==> src/rtl/td4_prog_loader_if.sv <==
// Program memory write port shared between the serial loader (master) and the
// TD4 program memory (slave).
interface td4_prog_loader_if #(
   parameter int unsigned ADDR_W = 4
) ();
   logic              wr_en;
   logic [ADDR_W-1:0] wr_addr;
   logic [7:0]        wr_data;

   modport master (
      output wr_en,
      output wr_addr,
      output wr_data
   );

   modport slave (
      input wr_en,
      input wr_addr,
      input wr_data
   );
endinterface

==> src/rtl/td4_prog_loader.sv <==
// Serial program loader for the TD4 core. Receives a UART frame
// (SYNC, 2**ADDR_W payload bytes, checksum), writes the payload to program
// memory and releases the CPU from reset only after a good checksum.
// Optional: define TD4_LOADER_PARITY_EN for 8E1 framing (default 8N1).
module td4_prog_loader #(
   parameter int unsigned CLK_DIV = 434,
   parameter int unsigned ADDR_W  = 4,
   parameter logic [7:0]  SYNC    = 8'hA5
) (
   input  logic                clk,
   input  logic                rst,
   input  logic                rxd,
   td4_prog_loader_if.master   wr,
   output logic                cpu_rst,
   output logic                busy,
   output logic                done,
   output logic                err
);

   localparam int unsigned CntW = $clog2(CLK_DIV);
   localparam logic [CntW-1:0] CntHalf = CntW'(CLK_DIV / 2 - 1);
   localparam logic [CntW-1:0] CntFull = CntW'(CLK_DIV - 1);

   typedef enum logic [2:0] {
      RxIdle,
      RxStart,
      RxData,
`ifdef TD4_LOADER_PARITY_EN
      RxParity,
`endif
      RxStop
   } rx_state_e;

   typedef enum logic [2:0] {
      StWaitSync,
      StLoad,
      StCheck,
      StRun,
      StFail
   } ld_state_e;

   logic            sync1_q, sync2_q, rxd_prev_q;
   rx_state_e       rx_state_q, rx_state_d;
   logic [CntW-1:0] cnt_q, cnt_d;
   logic [2:0]      bit_q, bit_d;
   logic [7:0]      shreg_q, shreg_d;
   logic            rx_valid, rx_err;

   ld_state_e       state_q, state_d;
   logic [ADDR_W-1:0] addr_q, addr_d;
   logic [7:0]      sum_q, sum_d;
   logic            err_q, err_d;
   logic            wr_en_q, wr_en_d;
   logic [ADDR_W-1:0] wr_addr_q, wr_addr_d;
   logic [7:0]      wr_data_q, wr_data_d;
   logic [7:0]      byte_sum;

   // Two-flop synchronizer plus one delayed copy for start-edge detection.
   always_ff @(posedge clk or posedge rst) begin
      if (rst) begin
         sync1_q    <= 1'b1;
         sync2_q    <= 1'b1;
         rxd_prev_q <= 1'b1;
      end else begin
         sync1_q    <= rxd;
         sync2_q    <= sync1_q;
         rxd_prev_q <= sync2_q;
      end
   end

   // Receiver state registers.
   always_ff @(posedge clk or posedge rst) begin
      if (rst) begin
         rx_state_q <= RxIdle;
         cnt_q      <= '0;
         bit_q      <= '0;
         shreg_q    <= '0;
      end else begin
         rx_state_q <= rx_state_d;
         cnt_q      <= cnt_d;
         bit_q      <= bit_d;
         shreg_q    <= shreg_d;
      end
   end

   // Receiver: start check at mid-bit, then one sample every CLK_DIV cycles.
   always_comb begin
      rx_state_d = rx_state_q;
      cnt_d      = cnt_q + 1'b1;
      bit_d      = bit_q;
      shreg_d    = shreg_q;
      rx_valid   = 1'b0;
      rx_err     = 1'b0;
      unique case (rx_state_q)
         RxIdle: begin
            cnt_d = '0;
            if (rxd_prev_q && !sync2_q) rx_state_d = RxStart;
         end
         RxStart: begin
            if (cnt_q == CntHalf) begin
               cnt_d      = '0;
               bit_d      = '0;
               // A high sample here is a glitch: silently rearm.
               rx_state_d = sync2_q ? RxIdle : RxData;
            end
         end
         RxData: begin
            if (cnt_q == CntFull) begin
               cnt_d   = '0;
               shreg_d = {sync2_q, shreg_q[7:1]};
               bit_d   = bit_q + 1'b1;
               if (bit_q == 3'd7) begin
`ifdef TD4_LOADER_PARITY_EN
                  rx_state_d = RxParity;
`else
                  rx_state_d = RxStop;
`endif
               end
            end
         end
`ifdef TD4_LOADER_PARITY_EN
         RxParity: begin
            if (cnt_q == CntFull) begin
               cnt_d = '0;
               if (sync2_q != ^shreg_q) begin
                  rx_err     = 1'b1;
                  rx_state_d = RxIdle;
               end else begin
                  rx_state_d = RxStop;
               end
            end
         end
`endif
         RxStop: begin
            if (cnt_q == CntFull) begin
               rx_state_d = RxIdle;
               rx_valid   = sync2_q;
               rx_err     = !sync2_q;
            end
         end
         default: rx_state_d = RxIdle;
      endcase
   end

   assign byte_sum = sum_q + shreg_q;

   // Loader FSM state register.
   always_ff @(posedge clk or posedge rst) begin
      if (rst) state_q <= StWaitSync;
      else     state_q <= state_d;
   end

   // Loader FSM next state.
   always_comb begin
      state_d = state_q;
      if (rx_err) begin
         state_d = StFail;
      end else if (rx_valid) begin
         unique case (state_q)
            StWaitSync, StRun, StFail: if (shreg_q == SYNC) state_d = StLoad;
            StLoad:  if (addr_q == '1) state_d = StCheck;
            StCheck: state_d = (byte_sum == 8'h00) ? StRun : StFail;
            default: state_d = StWaitSync;
         endcase
      end
   end

   // Loader FSM outputs; CPU only runs after a verified frame.
   always_comb begin
      cpu_rst = (state_q != StRun);
      done    = (state_q == StRun);
      busy    = (state_q == StLoad) || (state_q == StCheck);
   end

   // Datapath registers: address counter, running sum, sticky error, write port.
   always_ff @(posedge clk or posedge rst) begin
      if (rst) begin
         addr_q    <= '0;
         sum_q     <= '0;
         err_q     <= 1'b0;
         wr_en_q   <= 1'b0;
         wr_addr_q <= '0;
         wr_data_q <= '0;
      end else begin
         addr_q    <= addr_d;
         sum_q     <= sum_d;
         err_q     <= err_d;
         wr_en_q   <= wr_en_d;
         wr_addr_q <= wr_addr_d;
         wr_data_q <= wr_data_d;
      end
   end

   // Datapath next state; addr/data hold their last value between writes.
   always_comb begin
      addr_d    = addr_q;
      sum_d     = sum_q;
      err_d     = err_q;
      wr_en_d   = 1'b0;
      wr_addr_d = wr_addr_q;
      wr_data_d = wr_data_q;
      if (rx_err) begin
         err_d = 1'b1;
      end else if (rx_valid) begin
         unique case (state_q)
            StWaitSync, StRun, StFail: begin
               if (shreg_q == SYNC) begin
                  addr_d = '0;
                  sum_d  = '0;
                  err_d  = 1'b0;
               end
            end
            StLoad: begin
               wr_en_d   = 1'b1;
               wr_addr_d = addr_q;
               wr_data_d = shreg_q;
               sum_d     = byte_sum;
               addr_d    = addr_q + 1'b1;
            end
            StCheck: if (byte_sum != 8'h00) err_d = 1'b1;
            default: ;
         endcase
      end
   end

   assign wr.wr_en   = wr_en_q;
   assign wr.wr_addr = wr_addr_q;
   assign wr.wr_data = wr_data_q;
   assign err        = err_q;

endmodule

==> src/flat_wrapper.sv <==
// flat-port wrapper written by rule: the top's interface ports become plain ports
module td4_prog_loader_flat 
#(
   parameter int unsigned CLK_DIV = 434,
   parameter int unsigned ADDR_W  = 4,
   parameter logic [7:0]  SYNC    = 8'hA5
)
  (clk, rst, rxd, cpu_rst, busy, done, err, wr_wr_en, wr_wr_addr, wr_wr_data);
  td4_prog_loader_if #(.ADDR_W(ADDR_W)) wr_i ();
  input  logic clk;
  input  logic rst;
  input  logic rxd;
  output logic cpu_rst;
  output logic busy;
  output logic done;
  output logic err;
  output wire logic [$bits(wr_i.wr_en)-1:0] wr_wr_en;
  output wire logic [$bits(wr_i.wr_addr)-1:0] wr_wr_addr;
  output wire logic [$bits(wr_i.wr_data)-1:0] wr_wr_data;
  assign wr_wr_en = wr_i.wr_en;
  assign wr_wr_addr = wr_i.wr_addr;
  assign wr_wr_data = wr_i.wr_data;
  td4_prog_loader #(.CLK_DIV(CLK_DIV), .ADDR_W(ADDR_W), .SYNC(SYNC)) u_core (.clk(clk), .rst(rst), .rxd(rxd), .wr(wr_i), .cpu_rst(cpu_rst), .busy(busy), .done(done), .err(err));
endmodule
==> config.mk <==
export PLATFORM = sky130hd
export DESIGN_NAME = td4_prog_loader_flat
export DESIGN_NICKNAME = d
export VERILOG_FILES = /design/src/rtl/td4_prog_loader_if.sv /design/src/rtl/td4_prog_loader.sv /design/src/flat_wrapper.sv
export SDC_FILE = /design/constraint.sdc
export NUM_CORES = 1
export LEC_CHECK = 0
export ABC_AREA = 0
export CAP_MARGIN = 15
export CORE_MARGIN = 2
export CORE_UTILIZATION = 63
export DETAILED_ROUTE_END_ITERATION = 8
export GPL_TIMING_DRIVEN = 0
export PLACE_DENSITY = 0.85
export SYNTH_ARGS = -nofsm -noshare
export SYNTH_HDL_FRONTEND = slang
export SYNTH_SLANG_ARGS = --single-unit
==> constraint.sdc <==
create_clock -name clk -period 3.65 [get_ports clk]
set_input_delay 0.365 -clock clk [delete_from_list [all_inputs] [get_ports clk]]
set_output_delay 0.365 -clock clk [all_outputs]
set_load 0.01 [all_outputs]
==> results of run 1 <==
[cells in the mapped netlist (all sizes together) (2+ instances only)]
cell type,count,share of area (%)
ha,18,8.0
dfrtp,51,46
or4b,2,0.71
nand2b,3,0.67
o211ai,4,1.2
mux2,22,8.8
or2,2,0.45
o31ai,2,0.71
nand4b,2,0.62
buf,3,0.85
dfstp,3,2.8
nor3,5,1.5
xor2,7,2.2
a211o,2,0.62
a21oi,5,0.89
nand2,19,2.5
a22o,9,2.8
nor2,21,2.8
nor3b,2,0.54
nand4,4,0.89
mux2i,2,0.71
a31oi,2,0.45
o21ai,9,1.6
nor2b,3,0.67
xnor2,3,0.94
nand3,7,1.2
o22ai,2,0.45
inv,17,2.3
[per-stage QoR]
stage	hold WS, ns	worst slack, ns
after floorplan	0.345	1.36
after global placement	0.347	0.999
after detailed placement	0.352	0.995
after CTS	0.364	0.955
after global routing	0.374	0.767
final	0.358	0.929
[power groups by stage]
stage | combinational (W) | clock (W) | sequential (W)
after floorplan | 0.000179 | 0 | 0.000667
after global placement | 0.000217 | 0 | 0.000674
after detailed placement | 0.000234 | 0 | 0.000676
after CTS | 0.000236 | 0.000497 | 0.000665
after global routing | 0.000269 | 0.000518 | 0.000670
final | 0.000234 | 0.000489 | 0.000666
[routing by layer]
| metal | global-route usage (%) | part of all wire, % | up-vias |
|---|---|---|---|
| met5 | 0 | 0 | - |
| met2 | 35.8 | 48 | 58 |
| met1 | 34.2 | 46 | 1015 |
| li1 | - | - | 949 |
| met4 | 7.13 | 1.5 | 0 |
| met3 | 4.84 | 4.1 | 9 |
[how the worst min path moves through the flow]
stage | end | slack (ns) | depth (start not counted) | start
3_5_place_dp | u_core.sync2_q$_DFF_PP1_ | 0.35 | 0 | u_core.sync1_q$_DFF_PP1_
6_report | u_core.sync2_q$_DFF_PP1_ | 0.36 | 0 | u_core.sync1_q$_DFF_PP1_
3_3_place_gp | u_core.sync2_q$_DFF_PP1_ | 0.35 | 0 | u_core.sync1_q$_DFF_PP1_
2_1_floorplan | u_core.sync2_q$_DFF_PP1_ | 0.35 | 0 | u_core.sync1_q$_DFF_PP1_
4_1_cts | u_core.sync2_q$_DFF_PP1_ | 0.36 | 0 | u_core.sync1_q$_DFF_PP1_
5_1_grt | u_core.sync2_q$_DFF_PP1_ | 0.37 | 0 | u_core.sync1_q$_DFF_PP1_
[state kept, by name, summed over array words and instances (netlist names)]
register	flops
u_core.sync1_q	1
u_core.wr.wr_en	1
u_core.rx_state_q	2
u_core.bit_q	3
u_core.sync2_q	1
u_core.wr.wr_addr	4
u_core.cnt_q	9
u_core.addr_q	4
u_core.state_q	3
u_core.shreg_q	8
u_core.rxd_prev_q	1
u_core.sum_q	8
u_core.wr.wr_data	8
u_core.err	1
[cell type report]
type,count,area (µm²)
clock buffer,6,82.6
multi-input combinational,175,1360
clock inverter,2,60.1
fill,282,1100
sequential,54,1360
buffer,3,23.8
tap,52,65.1
inverter,17,63.8
timing repair buffer,20,210
[logic make-up (layout without fill, tap and decap cells)]
logic type,count (synthesis),after routing,synth area share (%)
xor+xnor,10,10,3.12
mux,24,24,9.55
flops,54,54,48.3
fa+ha+maj,19,19,8.75
simple gates,76,76,14.5
buf+inv,20,48,3.12
compound gates,46,46,12.6
==> flow_summary.ini, run 1 <==
[critical_path]
r2r_end = u_core.state_q[1]$_DFFE_PP0P_
crit_family = compound AO/OA/AOI/OAI gates
crit_path_cell_trace = ha_1 -> fa_1 -> a211o_1 -> a21oi_1 -> o221ai_1 -> nor4_2 -> nand2b_1 -> o31ai_1
reg2reg_setup_slack_ns = 0.93
r2r_cells = 8
crit_cells = 8
crit_path_end = u_core.state_q[1]$_DFFE_PP0P_
max_stage_delay_ns = 0.47
path_buf_inv = 0
critPathKind = reg -> reg
cp_max_fo = 4
worstPathArrival_ns = 2.94
worstReg2RegStart = u_core.shreg_q[0]$_DFFE_PP0P_
cp.required_ns = 3.86
cpMaxStageDelayCell = nor4_2
end_kind = flip-flop
crit_start = u_core.shreg_q[0]$_DFFE_PP0P_
critical_path.startpoint_type = flip-flop

[timing]
rsz0062_at_grt = no
setup_tns_ns = 0
fmaxAchievable_mhz = 368
tightest_slew_ns = 0.620
period_share_pct = 74.5
setup_viol = 0
min_period_ns = 2.72
finalHoldViolCount = 0
relSlewSlack_pct = 58.5
skew_ns = 0.00789
slew_violations = 0

[floorplanning]
fp-row-count = 24
die_h_um = 70.7
start_util_pct = 64.8
core_um2 = 4320
die-area_um2 = 5000
die_w_um = 70.7
ios = 20

[power_and_ir_drop]
ir_drop_mv = 0.295
powerDensity_nw_per_um2 = 431
swShare_pct = 27.1
combPwrFrac_pct = 16.8
internal-power_w = 0.00101
seq_power_share_pct = 47.9
power_frac_clock_pct = 35.2
p_sw_w = 0.000377
p_leak_nw = 1.58
power_w = 0.00139

[clocking]
cts-resized-gates = 0
cts_tree = done
hold_buffers = 0
cts_made_buffers = 5
cts.path.max_buffers = 2
cts.sinks = 54
htree_num_levels = 2
clk_pin_slew_worst_paths_ns = 0.10
insertion_delay_ns = 0.31
cts_root_buffer = clkbuf_8
post_cts_buffers = 0

[grt]
overflow = 0
grt_max_degree = 36
grt_pass1_vias = 1948
antenna_found_initial = 0
grt_usage_pct = 23.4
grt_pass1_wl_mm = 9.27

[layout]
antenna-diode-count = 0
stdcell_count = 329
drive_above_1_share_pct = 16.6
final_common_cell = dfrtp_1
area_growth_pct = 14.9
stdcell_area_um2 = 3220
fin_nets = 298
final_core_util_pct = 74.5
final_cell_mix = dfrtp_1 (51), nor2_1 (21), nand2_1 (19), mux2_2 (19), clkdlybuf4s50_1 (19)

[synthesis]
synth_fp_nets = 271
async_reset_ff_share_pct = 100
ys_ff_latch = 54
synth.avg_cell_area_um2 = 11.3
synth_edf_count = 0
synth_top_flop_cell = dfrtp_1
ys_seq_area_share_pct = 48.3
ys_types = 55
synth_cells = 249
syn_area_um2 = 2800
synth_warnings = 0

[detailed_routing]
wirelength_mm = 5.36
routedWlPerCell_um = 16.3
drc = 0
vias = 2031
firstDrtPassIters = 5
drt_iter0_drc = 159
viasPerCell = 6.17
ant_nets = 0

[hold_path]
min_path_type = reg -> reg

[placed_design]
place_area_um2 = 3080
port-buffer-count = 19
post-dp-hpwl_mm = 3.82
dp.cells = 321
gp_congestion = 0.807

[outcome]
status = finished, final reports clean

[flow_run]
maxCapViolations = 0
(Power assumes the default switching activity.)
==> run 2: changes to the inputs <==
- CORE_UTILIZATION: 63 -> 58
- PLACE_DENSITY: 0.85 -> 0.79
- clock period: 3.65 -> 2.7 ns (I/O delays scaled with it)
==> run 2 against run 1 <==
Global-route usage shrank 3.1 points. Sequential power grew 35%. Via count decreased by 6.0%. Sequential cell count unchanged.
==> flow_summary.ini, run 2 (synthesis results as in run 1) <==
[outcome]
status = finished, final reports clean

[timing]
rsz0062_at_grt = no
tightest_slew_ns = 0.631
relSlewSlack_pct = 57.8
setup_tns_ns = 0
skew_ns = 0.0118
period_share_pct = 91.8
finalHoldViolCount = 0
setup_viol = 0
min_period_ns = 2.48
fmaxAchievable_mhz = 404
slew_violations = 0

[critical_path]
crit_start = u_core.shreg_q[0]$_DFFE_PP0P_
r2r_end = u_core.err$_DFFE_PP0P_
crit_path_end = u_core.err$_DFFE_PP0P_
end_kind = flip-flop
cp_max_fo = 4
critical_path.startpoint_type = flip-flop
cp.required_ns = 2.91
r2r_cells = 8
reg2reg_setup_slack_ns = 0.22
critPathKind = reg -> reg
worstPathArrival_ns = 2.69
worstReg2RegStart = u_core.shreg_q[0]$_DFFE_PP0P_

[layout]
regMostFlops = u_core.cnt_q
antenna-diode-count = 0
fin_nets = 298
n_fill_cell = 360
largest_register_ffs = 9
area_growth_pct = 14.5
final_cell_mix = dfrtp_1 (51), nor2_1 (21), nand2_1 (19), mux2_2 (19), clkdlybuf4s50_1 (19)
stdcell_area_um2 = 3210
final_common_cell = dfrtp_1
drive_above_1_share_pct = 17.0

[clocking]
cts-resized-gates = 0
post_cts_buffers = 0
htree_num_levels = 2
hold_buffers = 0
clk_pin_slew_worst_paths_ns = 0.10
cts.sinks = 54
cts_tree = done
cts_made_buffers = 5
insertion_delay_ns = 0.31
cts_root_buffer = clkbuf_8
cts.path.max_buffers = 2

[grt]
grt_usage_pct = 20.3
antenna_found_initial = 0
grt_max_degree = 43
grt_pass1_vias = 1802
grt_pass1_wl_mm = 8.48
overflow = 0

[floorplanning]
ios = 20
core_um2 = 4690
fp-row-count = 25
start_util_pct = 59.8
die_h_um = 73.5
die-area_um2 = 5410
die_w_um = 73.5

[power_and_ir_drop]
powerDensity_nw_per_um2 = 545
p_leak_nw = 1.57
ir_drop_mv = 0.329

[flow_run]
maxCapViolations = 0

[detailed_routing]
drt_iter0_drc = 77
routedWlPerCell_um = 15.4
firstDrtPassIters = 4
vias = 1909
wirelength_mm = 5.10
ant_nets = 0
viasPerCell = 5.77
drc = 0

[placed_design]
place_area_um2 = 3080
port-buffer-count = 19
post-dp-hpwl_mm = 3.62
gp_congestion = 0.837

[hold_path]
min_path_type = in -> async
[run 2: cell types whose count changed in the layout (fill, tap and decap cells not counted)]
cell        change
clkbuf_8        -1
bufinv_16       -1
o311ai_1        -1
nor4_2          -1
clkinvlp_4      +2
o311ai_2        +1
nor4_4          +1
[run 2: layer usage]
metal  share of wire (%)  vias up  track usage [%]  wire length (µm)
li1                    -      950                -                 -
met4                 1.1        0             7.68                56
met1                  49      925             29.8              2480
met2                  47       30             30.6              2400
met5                   0        -                0                 0
met3                 3.3        4             2.88               167
[run 2: worst max-delay path: stages, from the launching register on]
cell and delay, ns:
dfrtp_1 0.42, ha_1 0.23, fa_1 0.41, a211o_1 0.31, nand4_1 0.12, o311ai_2 0.16
nor4_4 0.40, o21bai_1 0.13, a21bo_2 0.22
[run 2: worst min-delay path by stage]
stage | slack (ns) | end | from | cells past startpoint
detailed placement | 0.35 | u_core.sync2_q$_DFF_PP1_ | u_core.sync1_q$_DFF_PP1_ | 0
CTS | 0.22 | u_core.cnt_q[8]$_DFF_PP0_ | rst | 2
floorplan | 0.27 | u_core.sync1_q$_DFF_PP1_ | rxd | 0
finish | 0.21 | u_core.cnt_q[8]$_DFF_PP0_ | rst | 2
global placement | 0.35 | u_core.sync2_q$_DFF_PP1_ | u_core.sync1_q$_DFF_PP1_ | 0
global route | 0.25 | u_core.cnt_q[3]$_DFF_PP0_ | rst | 2
[run 2: power breakdown]
part / internal, W / total, W / switching [W]
clock network: 0.000276 / 0.000546 / 0.000270
registers: 0.000851 / 0.000900 / 0.0000490
logic: 0.000119 / 0.000305 / 0.000185
total: 0.00125 / 0.00175 / 0.000505
[run 2: through the flow]
step	hold slack, ns	cells	setup WS [ns]	util, %	power [W]
2_1_floorplan	0.274	249	0.408	-	0.00114
5_1_grt	0.249	331	0.0148	68.5	0.00184
3_3_place_gp	0.345	322	0.0835	65.3	0.00121
3_5_place_dp	0.348	323	0.0688	65.7	0.00122
6_report	0.213	331	0.222	68.5	0.00175
4_1_cts	0.218	331	0.0522	68.1	0.00177
[run 2: area by class of cell]
class / count / area, µm² / area share (%)
Clock buffer: 5 / 68.8 / 2.14
Timing Repair Buffer: 20 / 210 / 6.54
Buffer: 3 / 23.8 / 0.740
Tap cell: 54 / 67.6 / 2.10
Clock inverter: 3 / 45.0 / 1.40
Multi-Input combinational cell: 175 / 1380 / 42.9
Inverter: 17 / 63.8 / 1.99
Sequential cell: 54 / 1360 / 42.2
==> run 3: changes to the inputs <==
- CORE_UTILIZATION: 58 -> 55
- GPL_TIMING_DRIVEN: 0 -> unset
- PLACE_DENSITY: 0.79 -> 0.75
==> run 3 against run 2 <==
First-iteration DRC count up 36%. Combinational power down 1%. Wire length down 1.6%. Clock power up 19%. Die area up 5.2%. Maximum frequency down 0.85%. Setup slack worse by 0.021 ns. Design area up 0.23%. Core utilization down 1.6 points. Sequential share of layout area down 0.098 points. Critical endpoint unchanged.
==> flow_summary.ini, run 3 (synthesis results as in run 1) <==
[detailed_routing]
wirelength_mm = 5.02
firstDrtPassIters = 4
vias = 1970
drc = 0
drt_iter0_drc = 105
ant_nets = 0
viasPerCell = 5.74
routedWlPerCell_um = 14.6

[power_and_ir_drop]
ir_drop_mv = 0.320
power_w = 0.00185
powerDensity_nw_per_um2 = 574
p_leak_nw = 1.57

[critical_path]
end_kind = flip-flop
cpMaxStageDelayCell = dfrtp_1
cp.required_ns = 2.90
critPathKind = reg -> reg
critical_path.startpoint_type = flip-flop
cp_max_fo = 4
max_stage_delay_ns = 0.41
crit_path_cell_trace = ha_1 -> fa_1 -> a211o_1 -> a21oi_1 -> o221ai_1 -> nor4_2 -> o21bai_1 -> a21bo_2
worstPathArrival_ns = 2.70

[clocking]
cts_tree = done
htree_num_levels = 2
cts.sinks = 54
post_cts_buffers = 0
clk_pin_slew_worst_paths_ns = 0.09
cts_root_buffer = clkbuf_8
cts.path.max_buffers = 2
cts_made_buffers = 5
insertion_delay_ns = 0.30
cts-resized-gates = 0
hold_buffers = 0

[timing]
min_period_ns = 2.50
skew_ns = 0.00747
setup_tns_ns = 0
rsz0062_at_grt = no
relSlewSlack_pct = 58.6
fmaxAchievable_mhz = 400
period_share_pct = 92.6
finalHoldViolCount = 0
slew_violations = 0
tightest_slew_ns = 0.619
setup_viol = 0

[layout]
fin_nets = 297
area_growth_pct = 14.8
regMostFlops = u_core.cnt_q
final_cell_mix = dfrtp_1 (51), nor2_1 (21), nand2_1 (19), mux2_2 (19), clkdlybuf4s50_1 (19)
final_common_cell = dfrtp_1
antenna-diode-count = 0
drive_above_1_share_pct = 16.3
largest_register_ffs = 9

[floorplanning]
fp-row-count = 25
ios = 20
start_util_pct = 58.2
die-area_um2 = 5690
die_h_um = 75.4
core_um2 = 4820
die_w_um = 75.4

[flow_run]
maxCapViolations = 0

[placed_design]
port-buffer-count = 19
gp_congestion = 0.934
post-dp-hpwl_mm = 3.59

[outcome]
status = finished, final reports clean

[grt]
grt_pass1_vias = 1820
antenna_found_initial = 0
grt_max_degree = 35
grt_usage_pct = 20.0
overflow = 0
grt_pass1_wl_mm = 8.59

[hold_path]
min_path_type = in -> async
[run 3: path summary, 6_finish.rpt]
| kind | startpoint | to | slack (ns) | cells after the start |
|---|---|---|---|---|
| max in group asynchronous | rst | u_core.sync2_q$_DFF_PP1_ | 1.99 | 3 |
| setup reg to reg | u_core.shreg_q[0]$_DFFE_PP0P_ | u_core.err$_DFFE_PP0P_ | 0.20 | 8 |
| hold / removal | rst | u_core.sum_q[4]$_DFFE_PP0P_ | 0.31 | 3 |
| setup / recovery | u_core.shreg_q[0]$_DFFE_PP0P_ | u_core.err$_DFFE_PP0P_ | 0.20 | 8 |
| min in group clk | u_core.sync1_q$_DFF_PP1_ | u_core.sync2_q$_DFF_PP1_ | 0.36 | 0 |
| hold reg to reg | u_core.sync1_q$_DFF_PP1_ | u_core.sync2_q$_DFF_PP1_ | 0.36 | 0 |
[run 3: metal layers]
layer / track usage (%) / part of all wire [%] / vias to the layer above
met5: 0 / 0 / -
met4: 7.80 / 1.7 / 0
met3: 4.23 / 4.5 / 11
li1: - / - / 949
met1: 29.3 / 50 / 956
met2: 29.3 / 44 / 54
[run 3: where the power goes]
part	internal [W]	switching (W)
combinational	0.000118	0.000183
sequential	0.000851	0.0000471
clock	0.000395	0.000255
total	0.00136	0.000485
[run 3: cell type report]
| type | instances | area, µm² |
|---|---|---|
| fill | 380 | 1600 |
| multi-input combinational | 175 | 1360 |
| sequential | 54 | 1360 |
| timing repair buffer | 22 | 213 |
| tap | 67 | 83.8 |
| clock buffer | 6 | 82.6 |
| inverter | 17 | 63.8 |
| clock inverter | 2 | 60.1 |
[run 3: stage by stage]
step	std cells	worst slack, ns	cell area [µm²]	util [%]	hold WS [ns]
4_1_cts	343	0.213	3220	66.8	0.319
2_1_floorplan	249	0.408	2800	-	0.274
3_3_place_gp	335	0.267	3080	63.9	0.346
3_5_place_dp	335	0.223	3080	63.9	0.351
5_1_grt	343	0.0411	3220	66.8	0.339
6_report	343	0.201	3220	66.8	0.313
[run 3: worst max-delay path, delay by kind of cell, from the launching register on]
kind	cells	cell delay, ns
compound gates	5	1.01
simple gates	1	0.34
fa+ha+maj	2	0.64
flops	1	0.41
==> RTL change 1 (config.mk and constraints of run 2) <==
Add an input register stage for `rxd`, cleared by the reset; this delays it by one clock. The other inputs are not delayed to match.
--- a/src/rtl/td4_prog_loader.sv
+++ b/src/rtl/td4_prog_loader.sv
@@ -39,6 +39,16 @@
       StFail
    } ld_state_e;
 
+   logic rxd_q;
+
+   always_ff @(posedge clk or posedge rst) begin
+      if (rst) begin
+         rxd_q <= '0;
+      end else begin
+         rxd_q <= rxd;
+      end
+   end
+
    logic            sync1_q, sync2_q, rxd_prev_q;
    rx_state_e       rx_state_q, rx_state_d;
    logic [CntW-1:0] cnt_q, cnt_d;
@@ -62,7 +72,7 @@
          sync2_q    <= 1'b1;
          rxd_prev_q <= 1'b1;
       end else begin
-         sync1_q    <= rxd;
+         sync1_q    <= rxd_q;
          sync2_q    <= sync1_q;
          rxd_prev_q <= sync2_q;
       end
Behaviour: same outputs for any inputs over 10 cycles, from zero or initial values and one cycle with rst high; that may be too few to reach the edited logic, so the function may still have changed.
==> RTL change 1 against run 2 <==
Maximum frequency decreased by 3.7%. Total power decreased by 7.3%. Final area increased by 0.90%. Synthesized cell count increased by 14%. Global-route usage increased by 0.41 points. Area after synthesis increased by 1.9%. Setup slack got worse by 96 ps. Sequential cell count increased by 1. Routed wire length increased by 3.6%. Largest power group unchanged. Highest routed layer unchanged.
==> RTL change 1: results (changes against run 2) <==
| Metric | Value |
|---|---|
| Status | `finished, final reports clean` |
| Synth cell types | `54 (-1.8%)` |
| NumNets Final | `333 (+12%)` |
| Syn avg cell area | `10.1 um2 (-11%)` |
| Routed wl met3 | `137 um (-18%)` |
| WHS | `222 ps (+9.39 ps)` |
| Largest net degree at the start of global routing | `43 (unchanged)` |
| Pre-CTS WS | `44.7 ps (-24.1 ps)` |
| Vias in the first global route | `1,877 (+4.2%)` |
| LEAKAGE | `1.59 nW (+1.5%)` |
| R2R depth | `9 (+1)` |
| Cts bufs inserted | `5 (unchanged)` |
| Final period util | `95.3% (+3.6 points)` |
| Final Non-Filler Cells | `379 (+15%)` |
| Critical Path AT | `2780 ps (+90 ps)` |
| Syn nets | `306 (+13%)` |
| Top Layer Used | `met4` |
| Synth top area cells | `dfrtp_1, ha_1, nand2_1` |
| Initial antenna violation count | `0 (unchanged)` |
| Drt pass-1 iters | `4 (unchanged)` |
| Ys async rst share | `100% (unchanged)` |
| Grt met1 use | `29.5% (-0.33 points)` |
| Clk_skew | `10.2 ps (-1.53 ps)` |
| Met1 wire length | `2630 um (+6.4%)` |
| Placed cell area | `3150 um2 (+2.3%)` |
| Setup bufs post-CTS | `0 (unchanged)` |
| Post-synthesis sequential area ratio | `48.3% (about the same)` |
| Routed wire per std cell | `13.9 um (-9.5%)` |
| Vias per cell | `5.48 (-4.9%)` |
| Synth cell count leaders | `dfrtp_1, nand2_1, inv_1` |
| DP Wirelength | `3870 um (+6.7%)` |
| Placed cells | `371 (+15%)` |
| ANT cells | `0 (unchanged)` |
| Fillers | `362 (+0.56%)` |
| FF-to-FF End | `u_core.state_q[2]` |
| Initial DRC Count | `146 (+90%)` |
| GR Layer Usage met2 | `32.4% (+1.9 points)` |
| CTS clk-pin slew, worst paths | `100 ps (about the same)` |
| First-pass GRT wire length | `8650 um (+1.9%)` |
| R2R Setup Slk | `130 ps (-100 ps)` |
| Metal2 WL | `2450 um (+2.1%)` |
| Share of layout cells above drive strength 1 | `10.3% (-6.7 points)` |
| Met3 GRT Util | `3.66% (+0.78 points)` |
| Clock root cell | `clkbuf_8` |
| Global placer's final weighted congestion | `0.850 (+1.6%)` |
| Clock Latency Late Sink | `310 ps (about the same)` |
| Worst slew margin | `54.5% (-3.2 points)` |
| GRT Overall Usage | `20.7% (+0.41 points)` |
| Max VDD drop | `303 uV (-7.7%)` |
| Worst stage delay on the critical path | `560 ps (+140 ps)` |
| Worst path slowest cell | `or4_4` |
RTL change 1: cell types whose count changed after synthesis, moves of 5 or more:
cell,run 2,this run
inv_1,17,23
clkbuf_1,0,6
o21ai_0,3,15
nand2_1,19,47
mux2_2,19,8
o21ai_1,6,1
RTL change 1: worst max path at each step:
| stage | start | to | depth (start not counted) |
|---|---|---|---|
| final | u_core.shreg_q[0] | u_core.state_q[2] | 9 |
| after global routing | u_core.shreg_q[0] | u_core.state_q[2] | 9 |
| after CTS | u_core.shreg_q[0] | u_core.state_q[2] | 9 |
| after detailed placement | u_core.shreg_q[0] | u_core.state_q[2] | 9 |
| after global placement | u_core.shreg_q[0] | u_core.state_q[2] | 9 |
| after floorplan | u_core.shreg_q[0] | u_core.state_q[2] | 9 |
RTL change 1: critical path, delay by kind of cell (launching register included):
family,cells,cell delay [ps]
flops,1,410
buf+inv,1,50
compound gates,3,690
fa+ha+maj,2,550
simple gates,3,770
RTL change 1: cells by family after synthesis:
| logic type | synth area share, % |
|---|---|
| DFF | 48.3 |
| adders and majority gates | 8.58 |
| buffers and inverters | 3.81 |
| and+or+nand+nor | 17.9 |
| muxes | 4.55 |
| AOI/OAI and AO/OA | 13.2 |
| xor gates and xnor gates | 3.68 |
RTL change 1: report_power, final:
group	leakage [nW]	switching, W	total (W)	internal [W]
registers	0.751	0.0000468	0.000910	0.000864
clock network	0.0422	0.000262	0.000445	0.000183
logic	0.796	0.000166	0.000268	0.000102
RTL change 1: area by class of cell:
type	instances	area [um2]	area share, %
plain buffers	6	22.5	0.695
clock buffers	7	76.3	2.36
clock inverters	1	5.00	0.154
inverters	23	86.3	2.66
multi-input cells	200	1380	42.5
flip-flops and latches	55	1380	42.6
well taps	67	83.8	2.59
repair buffers	20	210	6.49
==> RTL change 2 (config.mk and constraints of run 2) <==
Without the edit above. `CLK_DIV` is set to 434 in 2 places; all go to 868.
--- a/src/rtl/td4_prog_loader.sv
+++ b/src/rtl/td4_prog_loader.sv
@@ -3,7 +3,7 @@
 // memory and releases the CPU from reset only after a good checksum.
 // Optional: define TD4_LOADER_PARITY_EN for 8E1 framing (default 8N1).
 module td4_prog_loader #(
-   parameter int unsigned CLK_DIV = 434,
+   parameter int unsigned CLK_DIV = 868,
    parameter int unsigned ADDR_W  = 4,
    parameter logic [7:0]  SYNC    = 8'hA5
 ) (
--- a/src/flat_wrapper.sv
+++ b/src/flat_wrapper.sv
@@ -1,7 +1,7 @@
 // flat-port wrapper written by rule: the top's interface ports become plain ports
 module td4_prog_loader_flat 
 #(
-   parameter int unsigned CLK_DIV = 434,
+   parameter int unsigned CLK_DIV = 868,
    parameter int unsigned ADDR_W  = 4,
    parameter logic [7:0]  SYNC    = 8'hA5
 )
Formal check against the unedited RTL: same outputs for any inputs over 10 cycles, from zero or initial values and one cycle with rst high; that may be too few to reach the edited logic, so the function may still have changed.
==> RTL change 2 against run 2 <==
Via count is 15% higher. Final area is 3.3% higher. Highest routed layer unchanged. Critical path type unchanged. Sequential power is 2.3% higher. Setup slack better by 22 ps. Area after synthesis is 5.0% higher. Utilization is 0.43 points higher. Clock power is 21% lower. Sequential cell count is 1 higher. Synthesized cell count is 20% higher. First-iteration DRC count is 2.6% lower. Total power is 5.7% lower. Routed wire length is 8.6% higher. Global-route usage is 2.1 points higher.
==> RTL change 2: results (changes against run 2) <==
| Metric | Value |
|---|---|
| Status | `finished, final reports clean` |
| Worst-margin pin slew | `687 ps (+55.8 ps)` |
| Global placer's final weighted congestion | `0.803 (-4.1%)` |
| Ys async rst share | `100% (unchanged)` |
| Syn nets | `321 (+18%)` |
| Largest register by flop count | `u_core.cnt_q` |
| Setup crit start | `u_core.shreg_q[0]` |
| DP Wirelength | `4190 um (+16%)` |
| Synth Area in XOR/XNOR | `3.87% (+0.74 points)` |
| CTS clk-pin slew, worst paths | `90 ps` |
| Vias in the first global route | `2,100 (+17%)` |
| Hold WC Path Type | `in -> async` |
| Cts repair resizes | `0 (unchanged)` |
| Synth top area cells | `dfrtp_1, nand2_1, ha_1` |
| Synth Flop Type | `dfrtp_1` |
| Setup bufs post-CTS | `0 (unchanged)` |
| Worst-path maximum fanout | `4 (unchanged)` |
| Placed cell area | `3240 um2 (+5.1%)` |
| GRT Overall Usage | `22.4% (+2.1 points)` |
| Initial antenna violation count | `0 (unchanged)` |
| Die Width | `75.2 um (+2.3%)` |
| Critical Path AT | `2660 ps (-30 ps)` |
| Largest net degree at the start of global routing | `39 (-9.3%)` |
| Clock Latency Late Sink | `310 ps (about the same)` |
| NumNets Final | `348 (+17%)` |
| Clk_skew | `10.1 ps (-1.64 ps)` |
| Synth Area in Adders | `7.90% (-0.84 points)` |
| Compound-Gate Fraction of Synth Area | `13.2% (+0.55 points)` |
| LEAKAGE | `1.54 nW (-1.4%)` |
| Post-synthesis mux area share | `2.63% (-6.9 points)` |
| Synth cell count leaders | `nand2_1, dfrtp_1, nor2_1` |
| Cts bufs inserted | `5 (unchanged)` |
| First-pass GRT wire length | `9660 um (+14%)` |
| Share of layout cells above drive strength 1 | `9.15% (-7.8 points)` |
| ANT cells | `0 (unchanged)` |
| Drt pass-1 iters | `4 (unchanged)` |
| Max VDD drop | `411 uV (+25%)` |
| Initial DRC Count | `75 (-2.6%)` |
| Synth cell types | `53 (-3.6%)` |
| Clock root cell | `clkbuf_8` |
| Routed wire length | `5540 um (+8.6%)` |
| Post-synthesis sequential area ratio | `46.9% (-1.5 points)` |
| H-tree depth | `2 (unchanged)` |
| Max reg flops | `10 (+1)` |
| Vias per cell | `5.53 (-4.0%)` |
## RTL change 2: cell count changes in the layout (fill, tap and decap cells not counted), moves of 6 or more
| cell | before | now |
|---|---|---|
| mux2_2 | 19 | 6 |
| o21ai_0 | 3 | 17 |
| nand2_1 | 19 | 61 |
| clkbuf_1 | 0 | 8 |
| o21ai_1 | 6 | 0 |
## RTL change 2: final timing paths
| kind | endpoint | slack (ps) | cells past startpoint |
|---|---|---|---|
| setup / recovery | u_core.state_q[0] | 240 | 9 |
| hold / removal | u_core.state_q[2] | 250 | 2 |
| setup reg to reg | u_core.state_q[0] | 240 | 9 |
| hold reg to reg | u_core.sync2_q | 360 | 0 |
| max in group asynchronous | u_core.addr_q[3] | 1930 | 3 |
| min in group clk | u_core.sync1_q | 360 | 1 |
## RTL change 2: where the power goes
group | switching (W) | total (W) | internal (W)
clock | 0.000249 | 0.000434 | 0.000185
combinational | 0.000187 | 0.000296 | 0.000109
sequential | 0.0000483 | 0.000921 | 0.000872
## RTL change 2: cell type report
class | count | area, um2
buffer | 9 | 45.0
fill | 411 | 1500
sequential | 55 | 1380
clock buffer | 8 | 80.1
inverter | 14 | 52.6
tap | 67 | 83.8
multi-input combinational | 222 | 1470
timing repair buffer | 20 | 210
## RTL change 2: metal layers
| metal | vias to the layer above | routed length, um | global-route usage, % |
|---|---|---|---|
| met2 | 28 | 2880 | 39.7 |
| met3 | 9 | 185 | 4.42 |
| met5 | - | 0 | 0 |
| met4 | 0 | 82 | 6.43 |
| met1 | 1055 | 2400 | 27.9 |
| li1 | 1094 | - | - |
## RTL change 2: logic make-up after synthesis
family	Yosys count
flops	55
fa+ha+maj	18
simple gates	129
buf+inv	23
mux	7
xor+xnor	13
compound gates	55
## RTL change 2: worst max-delay path: stages (launching register included)
cell and delay, ps:
dfrtp_1 430, ha_1 200, inv_1 60, fa_1 380, nand2b_1 190, a21oi_1 170
xor2_1 100, nor3_1 270, nand3_1 200, o41ai_1 350
## RTL change 2: through the flow
step | utilization (%) | instances | setup slack [ps] | hold slack [ps]
after global placement | 66.8 | 386 | 81.2 | 347
after detailed placement | 67.2 | 387 | 231 | 347
after CTS | 68.9 | 395 | 208 | 256
after global routing | 68.9 | 395 | 30.1 | 292
after floorplan | - | 300 | 603 | 274
final | 68.9 | 395 | 244 | 252
